--- src/rtl/dmem_store_buffer_ctrl.sv ---
// Data-memory controller: posts core stores into an in-order buffer that drains
// to a slow req/ack word RAM; loads stall until the buffer is empty and the read returns.
module dmem_store_buffer_ctrl #(
  parameter int ADDR_W = 10,
  parameter int DEPTH  = 4
) (
  input  logic                       clk,
  input  logic                       reset,
  input  logic [31:0]                addr,
  input  logic [31:0]                wdata,
  input  logic                       memwrite,
  input  logic                       memread,
  output logic [31:0]                rdata,
  output logic                       stall,
  output logic                       ram_req,
  output logic                       ram_we,
  output logic [ADDR_W-1:0]          ram_addr,
  output logic [31:0]                ram_wdata,
  input  logic                       ram_ack,
  input  logic [31:0]                ram_rdata,
  output logic [$clog2(DEPTH):0]     sb_count
);
  localparam int PW = $clog2(DEPTH);

  typedef enum logic [1:0] {IDLE, WR_WAIT, RD_WAIT} state_t;

  state_t            state, next_state;
  logic [ADDR_W-1:0] sb_addr [DEPTH];
  logic [31:0]       sb_data [DEPTH];
  logic [PW-1:0]     head, tail;
  logic [PW:0]       count;
  logic              rd_done;
  logic              full, push, pop;
  logic              issue_wr, issue_rd, read_done;
  logic              unused_addr_bits;

  assign unused_addr_bits = ^{addr[31:ADDR_W+2], addr[1:0]};

  assign full     = (count == (PW+1)'(DEPTH));
  assign push     = memwrite & ~full;
  assign pop      = (state == WR_WAIT) & ram_ack;
  assign stall    = (memwrite & full) | (memread & ~memwrite & ~rd_done);
  assign sb_count = count;

  // rd_done gates a new read so the cycle that returns data does not relaunch it.
  always_comb begin
    next_state = state;
    issue_wr   = 1'b0;
    issue_rd   = 1'b0;
    read_done  = 1'b0;
    case (state)
      IDLE: begin
        if (count != '0) begin
          issue_wr   = 1'b1;
          next_state = WR_WAIT;
        end else if (memread & ~memwrite & ~rd_done) begin
          issue_rd   = 1'b1;
          next_state = RD_WAIT;
        end
      end
      WR_WAIT: if (ram_ack) next_state = IDLE;
      RD_WAIT: begin
        if (ram_ack) begin
          read_done  = 1'b1;
          next_state = IDLE;
        end
      end
      default: next_state = IDLE;
    endcase
  end

  always_ff @(posedge clk or posedge reset) begin
    if (reset) begin
      state     <= IDLE;
      ram_req   <= 1'b0;
      ram_we    <= 1'b0;
      ram_addr  <= '0;
      ram_wdata <= '0;
      rdata     <= '0;
      rd_done   <= 1'b0;
    end else begin
      state   <= next_state;
      rd_done <= read_done;
      if (issue_wr) begin
        ram_req   <= 1'b1;
        ram_we    <= 1'b1;
        ram_addr  <= sb_addr[head];
        ram_wdata <= sb_data[head];
      end else if (issue_rd) begin
        ram_req  <= 1'b1;
        ram_we   <= 1'b0;
        ram_addr <= addr[ADDR_W+1:2];
      end else if (state != IDLE && ram_ack) begin
        ram_req <= 1'b0;
      end
      if (read_done) rdata <= ram_rdata;
    end
  end

  always_ff @(posedge clk or posedge reset) begin
    if (reset) begin
      head  <= '0;
      tail  <= '0;
      count <= '0;
    end else begin
      if (push) tail <= tail + PW'(1);
      if (pop)  head <= head + PW'(1);
      case ({push, pop})
        2'b10:   count <= count + (PW+1)'(1);
        2'b01:   count <= count - (PW+1)'(1);
        default: count <= count;
      endcase
    end
  end

  // Entry storage needs no reset: occupancy is tracked by the pointers.
  always_ff @(posedge clk) begin
    if (push) begin
      sb_addr[tail] <= addr[ADDR_W+1:2];
      sb_data[tail] <= wdata;
    end
  end
endmodule

--- config.mk ---
export PLATFORM = sky130hd
export DESIGN_NAME = dmem_store_buffer_ctrl
export DESIGN_NICKNAME = d
export VERILOG_FILES = /design/src/rtl/dmem_store_buffer_ctrl.sv
export SDC_FILE = /design/constraint.sdc
export NUM_CORES = 1
export LEC_CHECK = 0
export BUFFER_PORTS_ARGS = -buffer_cell sky130_fd_sc_hd__buf_2
export CORE_ASPECT_RATIO = 1.25
export CORE_MARGIN = 2
export CORE_UTILIZATION = 50
export CTS_CLUSTER_SIZE = 14
export DETAILED_ROUTE_END_ITERATION = 7
export PLACE_DENSITY = 0.78
export SETUP_SLACK_MARGIN = 0.1
export SYNTH_ARGS = -nofsm -noshare
export SYNTH_HDL_FRONTEND = slang
export SYNTH_SLANG_ARGS = --single-unit
--- constraint.sdc ---
create_clock -name clk -period 3 [get_ports clk]
set_input_delay 0.6 -clock clk [delete_from_list [all_inputs] [get_ports clk]]
set_output_delay 0.6 -clock clk [all_outputs]
set_load 0.005 [all_outputs]
==> qor.yml <==
pre_cts_ws_ps: 718
path_buf_inv: 2
highest_layer: "met5"
syn2layout_area_growth_pct: 20.3
die_w_um: 128
start_util_pct: 51.2
ys_seq_elements: 254
worstSkewPairLatency_ps: 500
wl_met2_mm: 9.67
port_buffers: 158
worstRegToRegCells: 4
critPathLaunchType: "flop"
yosys.area_share.simple_pct: 1.38
first_pass_iters: 5
core_um2: 18800
synth_compound_area_share_pct: 1.30
drc_errors: 0
fp.dieArea_um2: 20400
postCtsSetupBuffers: 0
cts_tree: "done"
yosys_warnings: 0
io-pin-count: 181
root_buffer: "clkbuf_16"
clock.fmax_mhz: 435
routed_wl_mm: 18.4
worst-path-stages: 4
grt_usage_pct: 18.2
final_util_pct: 61.6
cp_slowest_cell: "dfrtp_1"
wl_met3_mm: 1.04
grt_pass1_wl_mm: 28.7
antenna_left: 0
holdWs_ps: 188
p_leak_nw: 4.53
hold_viol_final: 0
max_slew.worst_pin.slew_ps: 904
critPathRequiredTime_ps: 2400
synth_fp_nets: 574
num-fill-cells: 1349
p_per_area_nw_per_um2: 1030
first_global_vias: 5380
synthAdderAreaFrac_pct: 1.25
fin_skew_ps: 5.87
numCtsBuffers: 24
setup_violations: 0
min_period_ps: 2300
antenna_found_initial: 2
final_common_cell: "edfxtp_1"
multi_input_area_um2: 2220
cts_sinks: 254
worstPathArrival_ps: 1700
num_vias: 4866
h-tree-depth: 1
synthCells: 464
synthXorXnorAreaFrac_pct: 0.547
ys_top_cells_by_area: "edfxtp_1 52%, dfrtp_1 22%, mux4_2 9.8%, mux2_2 7.6%, mux2i_1 1.1%"
grt_overflow: 0
cts-resized-gates: 0
cts_buffer_depth: 3
grt_setup_unrepaired: "false"
final_net_count: 752
drv_cap: 0
rows: 56
setup_tns_ps: 0
status: "finished, final reports clean"
synth_top_family_by_area: "multiplexers"
seq_area_um2: 7200
report.final.slew_viol_count: 0
cp-end-kind: "primary output"
viasPerCell: 5.45
path_clk_slew_ps: 60
placed_cells: 848
critPathMaxStageDelay_ps: 450
first_iter_violations: 307
die_height_um: 159
final_cell_mix: "168 x edfxtp_1, 158 x buf_2, 84 x dfrtp_1"
grt_max_degree: 55
hold_buffers: 0
peakVddDrop_mv: 0.581
finalNonFillerCells: 893
holdCritPathClass: "in2async"
yosysTopAreaCell: "edfxtp_1"
slew-limit-headroom_pct: 39.7
syn-mean-instance-area_um2: 20.7
yosysSeqAreaShare_pct: 74.9
min_period_over_period_pct: 76.6
path_class: "reg2out"
synth.mux.area_fraction_pct: 18.6
drive_above_1_share_pct: 48.8
path_delay_family: "compound AO/OA/AOI/OAI gates"
path_cells: "inv_1 > a31oi_2 > a21oi_1 > buf_2"
routabilityCongestion: 0.760
drt-met1-wl_mm: 7.14
syn_area_um2: 9610
path_max_fanout: 8
worst_slack_ps: 701
wire_per_inst_um: 20.6
dp_hpwl_mm: 11.5
yosys.area.top_type_share_pct: 52.5
ys_types: 29
[sequential cells by signal, indices dropped and copies added, names as in the netlist]
name / count
ram_wdata: 32
ram_addr: 10
state: 2
ram_req: 1
rdata: 32
head: 2
sb_addr: 40
sb_data: 128
sb_count: 3
rd_done: 1
ram_we: 1
tail: 2
[through the flow]
stage | total power, mW | area (um^2)
6_report | 11.9 | 11600
5_1_grt | 12.5 | 11600
4_1_cts | 12.0 | 11600
3_5_place_dp | 9.07 | 10800
3_3_place_gp | 8.84 | 10800
2_1_floorplan | 7.71 | 9610
[where the power goes]
group	internal (mW)	switching (mW)
registers	4.85	0.672
logic	1.91	1.51
clock network	1.75	1.18
[layer usage]
layer | vias up | GRT usage (%)
li1 | 2155 | -
met1 | 2499 | 22.2
met2 | 174 | 32.4
met3 | 36 | 3.49
met4 | 2 | 6.44
met5 | - | 0
[cell families after synthesis]
logic type	count (synthesis)
compound gates	20
xor+xnor	6
fa+ha+maj	9
buf+inv	32
flops	254
mux	118
simple gates	25
[path summary, 6_finish.rpt]
check / start / to / slack (ps)
max reg2reg: sb_count[1] / sb_data[2][31] / 900
min reg2reg: ram_wdata[10] / ram_wdata[10] / 500
min in group clk: wdata[10] / sb_data[0][10] / 320
min: reset / rdata[27] / 190
max: sb_count[1] / stall / 700
max in group asynchronous: reset / rdata[30] / 2130
[synthesized netlist by cell type, drive strengths merged]
| cell | number |
|---|---|
| mux2 | 65 |
| nor2b | 2 |
| and2 | 5 |
| nor3 | 1 |
| inv | 13 |
| ha | 8 |
| a31oi | 1 |
| dfrtp | 86 |
| clkbuf | 2 |
| fa | 1 |
| or3b | 1 |
| and4bb | 1 |
| nor2 | 11 |
| o21ai | 4 |
| xnor2 | 3 |
| buf | 17 |
| o22ai | 1 |
| or4 | 1 |
| xor2 | 3 |
| o31ai | 1 |
| edfxtp | 168 |
| mux2i | 11 |
| mux4 | 42 |
| nand2b | 1 |
| nand2 | 2 |
| a21oi | 13 |
[final cells by class]
| type | instances | area share (%) |
|---|---|---|
| multi-input cells | 178 | 19.2 |
| flip-flops and latches | 254 | 62.3 |
| diodes | 1 | 0.0216 |
| inverters | 13 | 0.444 |
| clock buffers | 34 | 5.88 |
| repair buffers | 171 | 8.77 |
| clock inverters | 10 | 0.844 |
| well taps | 232 | 2.51 |
[worst register-to-register path, stage by stage (launching register included)]
cell and delay (ps):
dfrtp_1 450, inv_1 130, a31oi_2 400, and2_2 580
buf_12 240
(Power assumes the default switching activity.)
